==> src/rtl/chip8_pkg.sv <==
// Shared CHIP-8 keypad constants: matrix-to-key map, key/row/column counts and
// a lowest-set-key helper.
package chip8_pkg;

  localparam int NUM_KEYS   = 16;
  localparam int MATRIX_DIM = 4;

  // Indexed by row*4+col; row0 = 1,2,3,C  row1 = 4,5,6,D  row2 = 7,8,9,E  row3 = A,0,B,F
  localparam logic [3:0] KEY_MAP [NUM_KEYS] = '{
    4'h1, 4'h2, 4'h3, 4'hC,
    4'h4, 4'h5, 4'h6, 4'hD,
    4'h7, 4'h8, 4'h9, 4'hE,
    4'hA, 4'h0, 4'hB, 4'hF
  };

  function automatic logic [3:0] lowest_key(input logic [NUM_KEYS-1:0] keys);
    logic [3:0] idx;
    idx = '0;
    for (int i = NUM_KEYS - 1; i >= 0; i--) begin
      if (keys[i]) idx = 4'(i);
    end
    return idx;
  endfunction

endpackage

==> src/rtl/chip8_key_debounce.sv <==
// Sweep-level debounce: compares each completed snapshot with the previous one and
// commits to key_pressed after DEBOUNCE_SCANS identical sweeps. Optional ghost
// rejection is enabled by defining KEYPAD_GHOST_REJECT_EN.
module chip8_key_debounce
  import chip8_pkg::*;
#(
  parameter int DEBOUNCE_SCANS = 4
) (
  input  logic                clk,
  input  logic                reset,
  input  logic                eval_i,
  input  logic [NUM_KEYS-1:0] snap_i,
  output logic [NUM_KEYS-1:0] key_pressed_o,
  output logic                key_down_o,
  output logic [3:0]          key_code_o
);

  localparam int CW = (DEBOUNCE_SCANS > 1) ? $clog2(DEBOUNCE_SCANS) : 1;
  localparam logic [CW-1:0] CNT_MAX = CW'(DEBOUNCE_SCANS - 1);

  logic [NUM_KEYS-1:0] last_q, last_d;
  logic [NUM_KEYS-1:0] kp_q, kp_d;
  logic [CW-1:0]       cnt_q, cnt_d;
  logic                kd_q, kd_d;
  logic [3:0]          kc_q, kc_d;
  logic [NUM_KEYS-1:0] new_keys;
  logic                ghost;

`ifdef KEYPAD_GHOST_REJECT_EN
  // Ghost candidate: two distinct rows share at least two pressed columns.
  function automatic logic is_ghost(input logic [NUM_KEYS-1:0] s);
    logic [MATRIX_DIM-1:0] m [MATRIX_DIM];
    logic g;
    g = 1'b0;
    for (int r = 0; r < MATRIX_DIM; r++)
      for (int c = 0; c < MATRIX_DIM; c++)
        m[r][c] = s[KEY_MAP[r*MATRIX_DIM + c]];
    for (int r1 = 0; r1 < MATRIX_DIM - 1; r1++)
      for (int r2 = r1 + 1; r2 < MATRIX_DIM; r2++)
        if ($countones(m[r1] & m[r2]) >= 2) g = 1'b1;
    return g;
  endfunction

  assign ghost = is_ghost(snap_i);
`else
  assign ghost = 1'b0;
`endif

  assign new_keys = snap_i & ~kp_q;

  // key_down_o is a one-cycle event with no back-pressure; key_code_o is valid
  // with it and holds until the next pulse.
  always_comb begin
    last_d = last_q;
    cnt_d  = cnt_q;
    kp_d   = kp_q;
    kd_d   = 1'b0;
    kc_d   = kc_q;
    if (eval_i) begin
      if (ghost) begin
        cnt_d = '0;
      end else begin
        last_d = snap_i;
        if (snap_i == last_q) cnt_d = (cnt_q == CNT_MAX) ? cnt_q : cnt_q + CW'(1);
        else                  cnt_d = '0;
        if (cnt_d == CNT_MAX && snap_i != kp_q) begin
          kp_d = snap_i;
          if (|new_keys) begin
            kd_d = 1'b1;
            kc_d = lowest_key(new_keys);
          end
        end
      end
    end
  end

  always_ff @(posedge clk) begin
    if (!reset) begin
      last_q <= '0;
      cnt_q  <= '0;
      kp_q   <= '0;
      kd_q   <= 1'b0;
      kc_q   <= '0;
    end else begin
      last_q <= last_d;
      cnt_q  <= cnt_d;
      kp_q   <= kp_d;
      kd_q   <= kd_d;
      kc_q   <= kc_d;
    end
  end

  assign key_pressed_o = kp_q;
  assign key_down_o    = kd_q;
  assign key_code_o    = kc_q;

endmodule

==> src/rtl/chip8_keypad_scan.sv <==
// 4x4 hex keypad scanner: row synchroniser, column divider/drive and snapshot
// capture; debounce lives in chip8_key_debounce (KEYPAD_GHOST_REJECT_EN optional).
module chip8_keypad_scan
  import chip8_pkg::*;
#(
  parameter int SCAN_DIV       = 1000,
  parameter int DEBOUNCE_SCANS = 4
) (
  input  logic        clk,
  input  logic        reset,
  input  logic [3:0]  row_in,
  output logic [3:0]  col_out,
  output logic [15:0] key_pressed,
  output logic        key_down,
  output logic [3:0]  key_code
);

  localparam int DW = (SCAN_DIV > 1) ? $clog2(SCAN_DIV) : 1;

  logic [DW-1:0]       div_q, div_d;
  logic [1:0]          col_q, col_d;
  logic [3:0]          row_s1_q, row_s2_q;
  logic [NUM_KEYS-1:0] snap_q, snap_d;
  logic                sweep_done_q, sweep_done_d;
  logic                div_wrap;

  assign div_wrap = (div_q == DW'(SCAN_DIV - 1));

  // Each column overwrites its own four key bits, so every sweep rewrites snap fully.
  always_comb begin
    div_d        = div_q + DW'(1);
    col_d        = col_q;
    snap_d       = snap_q;
    sweep_done_d = 1'b0;
    if (div_wrap) begin
      div_d        = '0;
      col_d        = col_q + 2'd1;
      sweep_done_d = (col_q == 2'd3);
      for (int r = 0; r < MATRIX_DIM; r++)
        snap_d[KEY_MAP[r*MATRIX_DIM + int'(col_q)]] = ~row_s2_q[r];
    end
  end

  always_ff @(posedge clk) begin
    if (!reset) begin
      div_q        <= '0;
      col_q        <= '0;
      row_s1_q     <= 4'hF;
      row_s2_q     <= 4'hF;
      snap_q       <= '0;
      sweep_done_q <= 1'b0;
    end else begin
      div_q        <= div_d;
      col_q        <= col_d;
      row_s1_q     <= row_in;
      row_s2_q     <= row_s1_q;
      snap_q       <= snap_d;
      sweep_done_q <= sweep_done_d;
    end
  end

  assign col_out = ~(4'b0001 << col_q);

  chip8_key_debounce #(
    .DEBOUNCE_SCANS(DEBOUNCE_SCANS)
  ) u_debounce (
    .clk          (clk),
    .reset        (reset),
    .eval_i       (sweep_done_q),
    .snap_i       (snap_q),
    .key_pressed_o(key_pressed),
    .key_down_o   (key_down),
    .key_code_o   (key_code)
  );

endmodule

==> config.mk <==
export PLATFORM = sky130hd
export DESIGN_NAME = chip8_keypad_scan
export DESIGN_NICKNAME = d
export VERILOG_FILES = /design/src/rtl/chip8_pkg.sv /design/src/rtl/chip8_key_debounce.sv /design/src/rtl/chip8_keypad_scan.sv
export SDC_FILE = /design/constraint.sdc
export NUM_CORES = 1
export LEC_CHECK = 0
export ABC_CLOCK_PERIOD_IN_PS = 3250
export BUFFER_PORTS_ARGS = -buffer_cell sky130_fd_sc_hd__buf_2
export CAP_MARGIN = 20
export CORE_ASPECT_RATIO = 0.5
export CORE_UTILIZATION = 45
export DETAILED_ROUTE_END_ITERATION = 16
export PLACE_DENSITY = 0.75
export SETUP_SLACK_MARGIN = 0.05
export SLEW_MARGIN = 20
export SYNTH_ARGS = -nofsm -noshare
export SYNTH_HDL_FRONTEND = slang
export SYNTH_SLANG_ARGS = --single-unit
==> constraint.sdc <==
create_clock -name clk -period 3.25 [get_ports clk]
set_input_delay 0 -clock clk [delete_from_list [all_inputs] [get_ports clk]]
set_output_delay 0 -clock clk [all_outputs]
set_load 0.005 [all_outputs]
Yosys cells after proc, flatten, opt, wreduce, memory -nomap -nowiden. Memory sizes are Yosys's and may differ from the RTL's. Cells that the tools add are included.

Register bits after elaboration: 76. Bits in read-only memories: 256. Output and inout port bits: 25. Logic and storage cells: 103. Memories kept: 4.

$add $sub $neg: 6. Magnitude comparators: 12. Equal/unequal tests: 6. Shift operators: 1. Muxes and demuxes: 40. Bitwise gates (word level): 12. Reductions and logical operators: 11.

Memories: (no name shown) (words 16, bits a word 4, read ports 1, clocked after memory_dff 0, wr ports 0, line chip8_keypad_scan.sv:40) `snap_d[KEY_MAP[r*MATRIX_DIM + int'(col_q)]] = ~row_s2_q[r];`; (no name shown) (words 16, bits a word 4, read ports 1, clocked after memory_dff 0, wr ports 0, line chip8_keypad_scan.sv:40); (no name shown) (words 16, bits a word 4, read ports 1, clocked after memory_dff 0, wr ports 0, line chip8_keypad_scan.sv:40); (no name shown) (words 16, bits a word 4, read ports 1, clocked after memory_dff 0, wr ports 0, line chip8_keypad_scan.sv:40).

Operators with widths (count): $ge A32 B5 Y1 const B (4); $mux W4 (24); $bwmux W16 (4); $not A5 Y32 (2); $not A2 Y32 (1); $not A4 Y32 (1); $lt A4 B5 Y1 const B (4); $and A16 B16 Y16 (1); $demux W1 S4 (4); $eq A16 B16 Y1 (1); $ge A4 B1 Y1 const B (4); $ne A16 B16 Y1 (1); $not A16 Y16 (1); $reduce_or A16 Y1 (1); $add A10 B1 Y10 const B (1); $add A4 B2 Y5 const A (2); $eq A10 B10 Y1 const B (1); $eq A2 B2 Y1 const B (3); $mux W2 (3); $reduce_and A3 Y1 (2); $logic_and A1 B1 Y1 (5); $mux W1 (5); $not A1 Y1 (5); $add A2 B1 Y2 const B (2); other kinds (5) (6).

Logic depth before layout (Yosys ltp). Gate-level depths: netlist of the first run.

Depth after elaboration: 18. Gate-level depth with buffers: 9. Mapped depth without buffers: 7.

Hierarchy. Synthesis of the first run repeated with hierarchy kept, for this count alone.

Cells, all modules: 409. Area total of the unflattened synthesis: 3877.5 um^2.

Modules (own cells, without submodules): chip8_key_debounce (instances 1, cells each 236, area an instance 2189.6 um^2, sequential area each 780.7 um^2); chip8_keypad_scan (instances 1, cells each 173, area an instance 1687.9 um^2, sequential area each 740.7 um^2).

Worst setup path after synthesis of the first run. OpenSTA, ideal clock, no wires.

Kind: reg2reg. Start point: reg snap_q[11]. End point: reg u_debounce.kc_q[0], in the netlist u_debounce.key_code_o[0]. Arrival: 1.847 ns. Path slack: 1.307 ns. Stages on the path, launching flop included: 7. Path buffers: 0. Period minus slack after synthesis: 1.943 ns. Cell sequence: dfxtp_1 -> ha_1 -> nor4_1 -> and4_1 -> or4_4 -> or2_0 -> o41ai_2.

Longest elaborated chain between the ends: 13. Elaborated cells on any way between the ends: 21. Those cells by class: 3 x eq/ne; 14 x mux; 1 x bitwise; 3 x reduce/logical.

Ends and longest elaborated chain: start, declared (line chip8_keypad_scan.sv:23) `logic [NUM_KEYS-1:0] snap_q, snap_d;`; start signal, assigned (line chip8_keypad_scan.sv:57) `snap_q <= snap_d;`; $and A16 B16 Y16 (line chip8_key_debounce.sv:49) `assign new_keys = snap_i & ~kp_q;`; $mux W4 (12 in series) (line chip8_pkg.sv:20) `if (keys[i]) idx = 4'(i);`; end signal, assigned (line chip8_key_debounce.sv:89) `kc_q <= kc_d;`; end, declared (line chip8_key_debounce.sv:25) `logic [3:0] kc_q, kc_d;`.

Parallel ways exist; a longest one is shown, timed or not. The select of a mux whose other input is x is not followed. A chain may end at the register's enable or synchronous reset.

Worst setup path after layout of the first run.
Start point: reg snap_q[6]. End point: reg u_debounce.kp_q[7], in the netlist u_debounce.key_pressed_o[7].

Longest elaborated chain between the ends: 6. Elaborated cells on any way between the ends: 7. Those cells by class: 3 x eq/ne; 2 x mux; 2 x reduce/logical.

Ends and longest elaborated chain: $eq A16 B16 Y1 (line chip8_key_debounce.sv:64) `if (snap_i == last_q) cnt_d = (cnt_q == CNT_MAX) ? cnt_q : cnt_q + CW'(1);`; $mux W2 (line chip8_key_debounce.sv:64); $mux W2 (line chip8_key_debounce.sv:59) `if (eval_i) begin`; $eq A2 B2 Y1 (line chip8_key_debounce.sv:66) `if (cnt_d == CNT_MAX && snap_i != kp_q) begin`; $logic_and A1 B1 Y1 (*) (line chip8_key_debounce.sv:66); $reduce_and A2 Y1 (no source line) (*); end signal, assigned (line chip8_key_debounce.sv:87) `kp_q <= kp_d;`; end, declared (line chip8_key_debounce.sv:22) `logic [NUM_KEYS-1:0] kp_q, kp_d;`.

Mark *: on every way between the ends. The rest lies on a longest branch, timed or not. The select of a mux whose other input is x is not followed.

==> flow_summary.yaml, run 1 <==
timing:
  min_period_ns: 2.29
  tightest_slew_ns: 0.937
  max_slew_margin_pct: 37.4
  finalCritPeriodShare_pct: 70.5
  clock-skew-final_ns: 0.00499
  setup_viol: 0
  tns_ns: 0
  max_freq_mhz: 437
  fin_ws_ns: 0.960
  final_hold_viol_count: 0
  rsz0062_at_grt: "no"
  slew_violations: 0
  worst_hold_slack_ns: 0.0534
die:
  core-area_sq_um: 8060
  die_h_um: 66.8
  dieArea_sq_um: 8790
  die_w_um: 132
  num_rows: 23
  num_io_pins: 31
  initial_core_util_pct: 46.9
global_route:
  overflow: 0
  track_usage_pct: 21.1
  grt_pass1_vias: 2843
  grt_pass1_wl_um: 14300
  grt_max_degree: 55
  antenna_found_initial: 0
yosys:
  postSynthNetCount: 462
  syn_area_sq_um: 3780
  synth-edff-count: 0
  synth-warning-count: 0
  synth_area_leaders: "dfxtp_1 40%, ha_1 7.9%, mux2i_1 6.9%, xnor2_1 5.1%, nor2_1 4.4%"
  synth_cells: 432
  ys_ff_latch: 76
  synth_seq_area_share_pct: 40.3
  synth.distinct_cells: 46
  avgSynthCellArea_sq_um: 8.75
  synth_top_area_share_pct: 40.3
  synth_top_flop_cell: "dfxtp_1"
  synthArstFlopShare_pct: 0
  synth_top_area_cell: "dfxtp_1"
clocking:
  cts_tree: "built"
  clock-sinks: 76
  cts_buffers: 9
  clockBufferDepth: 2
  htreeDepth: 3
  cts_setup_buffers: 0
  cts-resized-gates: 0
  insertion_delay_ns: 0.34
  clk_pin_slew_worst_paths_ns: 0.06
  cts_root_buf: "clkbuf_16"
  postCtsHoldBufs: 4
routing:
  wl_per_cell_um: 15.1
  viasPerCell: 5.44
  drt_iter0_drc: 256
  wirelength_um: 8670
  firstDrtPassIters: 4
  drc: 0
  final_antenna_net_count: 0
  vias: 3130
worst_setup_path:
  worst-path-max-fanout: 11
  end_kind: "flop"
  criticalPathCategory: "reg -> reg"
  cp.required_ns: 3.51
  critPathLaunchType: "flop"
  r2r_slack_ns: 0.96
  crit_arrival_ns: 2.55
outcome:
  status: "finished clean"
cells_and_area:
  final_cells: 575
  nNetsFinal: 488
  multi_input_area_sq_um: 2070
  area_growth_pct: 14.9
  nFillCells: 773
  seq_area_sq_um: 1520
  diodes: 0
  post_route_cells_drive_above_1_share_pct: 12.5
placement:
  dp.cells: 555
  place.gp.congestion: 0.874
  dp_hpwl_um: 6060
  port_buffers: 30
  pre_cts_ws_ns: 1.04
power:
  fin_total_pwr_uw: 1940
  power.leakage_uw: 0.00160
  power_density_nw_per_um2: 446
  max-vdd-ir-drop_uv: 270
worst_hold_path:
  hold_path.class: "in -> reg"
flow_run:
  maxCapViolCount: 0
-- synth_stat cells (7+ instances only) --
cell type,number
nor4_1,8
mux2i_1,26
nand2_1,30
xnor2_1,22
inv_1,24
o31ai_1,16
clkbuf_1,17
or2_0,7
ha_1,24
nand2b_1,13
nand3_1,14
dfxtp_1,76
a21oi_1,28
nand4_1,26
nor2_1,44
-- layout by cell type (no fill, tap or decap), types with 5 or more instances in the layout --
master      n
buf_4       5
nor2_1     44
nand2b_1   13
nand3_1    14
or2_0       7
a21oi_1    28
ha_1       24
o21ai_0     5
nor4_1      8
nand4_1    26
o31ai_1    16
inv_1      24
mux2i_1    26
nand2_1    30
dfxtp_1    76
buf_2      30
clkbuf_16   9
xnor2_1    22
-- routing by layer --
layer / wire length, um / global-route usage (%) / share of wire, %
met5: 0 / 0 / 0
met4: 138 / 8.14 / 1.6
met3: 380 / 5.10 / 4.4
met2: 3710 / 32.4 / 43
met1: 4440 / 28.7 / 51
-- critical path, stage by stage (launching register included) --
cell and delay, ns:
dfxtp_1 0.48, ha_1 0.29, nand4_1 0.11, nor4_1 0.09, nor2b_1 0.66, buf_4 0.30, nand4_1 0.10, a21oi_1 0.18
-- report_power, final --
part           leakage, uW  internal [uW]  switching, uW
sequential        0.000614            939           7.77
clock             0.000139            544            411
combinational     0.000842           13.4           21.7
-- cell families after synthesis --
kind of cell	Yosys count	synth area share (%)
and+or+nand+nor	167	22.8
DFF	76	40.3
AOI/OAI and AO/OA	64	11.0
buffers and inverters	49	5.07
muxes	27	7.19
xor gates and xnor gates	25	5.79
adders and majority gates	24	7.95
-- cell type report --
| type | count | share of cell area [%] |
|---|---|---|
| clock buffers | 10 | 5.51 |
| repair buffers | 39 | 5.25 |
| clock inverters | 6 | 1.10 |
| multi-input cells | 307 | 47.7 |
| inverters | 25 | 2.16 |
| well taps | 112 | 3.23 |
| flip-flops and latches | 76 | 35.1 |
-- worst paths after layout --
path,end,from,cells past startpoint
hold reg to reg,row_s2_q[1],row_s1_q[1],1
setup reg to reg,u_debounce.key_pressed_o[7],snap_q[6],7
hold / removal,row_s1_q[0],reset,2
setup / recovery,u_debounce.key_pressed_o[7],snap_q[6],7
-- stage by stage --
step / utilization, % / area [sq um]
floorplan: - / 3780
global placement: 49.8 / 4010
detailed placement: 49.8 / 4010
CTS: 53.9 / 4340
global route: 53.9 / 4340
finish: 53.9 / 4340
-- sequential cells by signal (all words and copies together) (netlist names), 4 cells and up --
name,flops
div_q,10
u_debounce.key_pressed_o,16
row_s2_q,4
u_debounce.last_q,16
u_debounce.key_code_o,4
row_s1_q,4
snap_q,16
No activity file was read; power rests on OpenSTA's default activity.
==> run 2: changes to the inputs <==
--- a/config.mk
+++ b/config.mk
@@ -5,13 +5,14 @@
 export SDC_FILE = /design/constraint.sdc
 export NUM_CORES = 1
 export LEC_CHECK = 0
-export ABC_CLOCK_PERIOD_IN_PS = 3250
+export ABC_AREA = 1
+export ABC_CLOCK_PERIOD_IN_PS = 2000
 export BUFFER_PORTS_ARGS = -buffer_cell sky130_fd_sc_hd__buf_2
 export CAP_MARGIN = 20
 export CORE_ASPECT_RATIO = 0.5
 export CORE_UTILIZATION = 45
 export DETAILED_ROUTE_END_ITERATION = 16
-export PLACE_DENSITY = 0.75
+export PLACE_DENSITY = 0.77
 export SETUP_SLACK_MARGIN = 0.05
 export SLEW_MARGIN = 20
 export SYNTH_ARGS = -nofsm -noshare
==> constraint.sdc (replaced) <==
create_clock -name clk -period 2 [get_ports clk]
set_input_delay 0 -clock clk [delete_from_list [all_inputs] [get_ports clk]]
set_output_delay 0 -clock clk [all_outputs]
set_load 0.005 [all_outputs]
==> run 2 against run 1 <==
Net effect: clock-buffer cell count fell by 1; sequential share of layout area up 0.86 points; area after synthesis is 5.5% lower; highest routed layer unchanged.
==> flow_summary.yaml, run 2 <==
timing:
  tns_ns: 0
  max_freq_mhz: 545
  worst_hold_slack_ns: 0.0596
  max_slew_margin_pct: 68.5
  slew_violations: 0
  fin_ws_ns: 0.166
  clock-skew-final_ns: 0.00438
  final_hold_viol_count: 0
  finalCritPeriodShare_pct: 91.7
  setup_viol: 0
  rsz0062_at_grt: "no"
  tightest_slew_ns: 0.467
  min_period_ns: 1.83
routing:
  vias: 3045
  wirelength_um: 7800
  drt_iter0_drc: 150
  final_antenna_net_count: 0
  drc: 0
  wl_per_cell_um: 12.7
  firstDrtPassIters: 4
  viasPerCell: 4.96
yosys:
  postSynthNetCount: 491
  synth-edff-count: 0
  ys_ff_latch: 76
  synth_area_leaders: "dfxtp_1 43%, ha_1 8.4%, inv_1 8.0%, a21oi_1 7.9%, o21ai_0 6.0%"
  synth-warning-count: 0
  synth_seq_area_share_pct: 42.6
  synth_top_flop_cell: "dfxtp_1"
  synth_top_area_share_pct: 42.6
  synthArstFlopShare_pct: 0
  syn_area_sq_um: 3570
  synth_top_area_cell: "dfxtp_1"
  avgSynthCellArea_sq_um: 7.74
  synth_cells: 461
  synth.distinct_cells: 34
  yosys-top-cells-count: "76 x dfxtp_1, 76 x inv_1, 56 x a21oi_1"
global_route:
  grt_use_met1_pct: 27.3
  grt_pass1_wl_um: 13200
  grt.met3_usage_pct: 4.71
  grt_busiest_layer: "met2"
  use_met2_pct: 32.7
  track_usage_pct: 20.9
  overflow: 0
  antenna_found_initial: 0
  grt_pass1_vias: 2835
  grt_max_degree: 33
clocking:
  clockBufferDepth: 2
  cts_root_buf: "clkbuf_16"
  cts_tree: "built"
  insertion_delay_ns: 0.34
  clk_pin_slew_worst_paths_ns: 0.06
  htreeDepth: 3
  clock-sinks: 76
  cts_buffers: 9
cells_and_area:
  final_common_cell: "inv_1"
  nNetsFinal: 531
  area_growth_pct: 19.2
  layout_common_cells: "75 x inv_1, 71 x dfxtp_1, 56 x a21oi_1, 55 x nand2_1, 43 x o21ai_0"
  post_route_cells_drive_above_1_share_pct: 15.4
  diodes: 0
worst_setup_path:
  r2r_end: "u_debounce.key_pressed_o[0]"
  endpoint: "u_debounce.key_pressed_o[0]"
  critical_path_depth: 8
  ff2ff_path_depth: 8
  cp.required_ns: 2.28
  crit_buf_inv: 1
  r2r_slack_ns: 0.17
  cp_slowest_stage_delay_ns: 0.35
  reg2reg_from: "snap_q[12]"
  worst-path-max-fanout: 10
  critPathLaunchType: "flop"
  cp_cell_sequence: "xnor2_1 > nand4_1 > nor3_2 > nand3_2 > nor2_4 > buf_4 > o21ai_0 > a21oi_1"
  criticalPathCategory: "reg -> reg"
  cp_slowest_cell: "dfxtp_2"
  startpoint: "snap_q[12]"
  crit_arrival_ns: 2.11
  cp_top_family: "simple AND/OR/NAND/NOR gates"
  end_kind: "flop"
placement:
  dp_hpwl_um: 5850
  pre_cts_ws_ns: 0.181
  port_buffers: 30
  place.gp.congestion: 0.907
die:
  die_h_um: 65.0
  initial_core_util_pct: 47.7
  num_rows: 22
  core-area_sq_um: 7490
  dieArea_sq_um: 8310
  die_w_um: 128
  num_io_pins: 31
power:
  max-vdd-ir-drop_uv: 466
  power_density_nw_per_um2: 810
  power.leakage_uw: 0.00179
worst_hold_path:
  hold_path_depth: 3
  hold_path.class: "in -> reg"
flow_run:
  maxCapViolCount: 0
outcome:
  status: "finished clean"
run 2: layout make-up:
cell class	instances	area, sq um
timing repair buffer	42	254
clock inverter	7	115
clock buffer	9	225
fill	685	3230
multi-input combinational	295	1710
inverter	77	289
sequential	76	1530
tap	108	135
run 2: cells by family (layout without fill, tap and decap cells):
family / count (synthesis) / in the layout / share of synthesized area [%]
compound gates: 125 / 125 / 18.4
flops: 76 / 76 / 42.6
buf+inv: 90 / 135 / 9.92
simple gates: 132 / 132 / 17.2
xor+xnor: 14 / 14 / 3.44
fa+ha+maj: 24 / 24 / 8.41
run 2: tightest hold or removal path, stage by stage:
cell     delay [ns]
buf_2          0.21
o21ai_0        0.11
a21oi_1        0.04
run 2: per-layer routing:
| metal | up-vias | share of wire [%] |
|---|---|---|
| li1 | 1598 | - |
| met1 | 1379 | 50 |
| met2 | 59 | 43 |
| met5 | - | 0 |
| met3 | 9 | 5.4 |
| met4 | 0 | 1.3 |
run 2: worst min-delay path by stage:
| stage | slack (ns) | start | to |
|---|---|---|---|
| 2_1_floorplan | 0.11 | row_in[0] | row_s1_q[0] |
| 3_3_place_gp | 0.19 | row_in[1] | row_s1_q[1] |
| 3_5_place_dp | 0.19 | row_in[2] | row_s1_q[2] |
| 4_1_cts | 0.05 | reset | snap_q[0] |
| 5_1_grt | 0.07 | reset | snap_q[0] |
| 6_report | 0.06 | reset | snap_q[0] |
run 2: power breakdown:
group	internal [uW]	leakage, uW	switching (uW)
clock network	1210	0.000161	635
registers	1530	0.000617	6.82
logic	26.7	0.00102	39.6
run 2: repair_timing:
action	in CTS	in global routing
gates resized for setup	0	9
hold buffers	4	0
endpoints found under the hold margin	4	0
endpoints found under the setup margin	0	10
setup buffers	0	1
run 2: metrics by stage:
| stage | cell area [sq um] | util [%] | std cells | total power [uW] |
|---|---|---|---|---|
| 2_1_floorplan | 3570 | - | 461 | 1610 |
| 3_3_place_gp | 3840 | 51.3 | 593 | 1630 |
| 3_5_place_dp | 3840 | 51.3 | 593 | 1630 |
| 4_1_cts | 4220 | 56.4 | 613 | 3480 |
| 5_1_grt | 4250 | 56.8 | 614 | 3550 |
| 6_report | 4250 | 56.8 | 614 | 3450 |
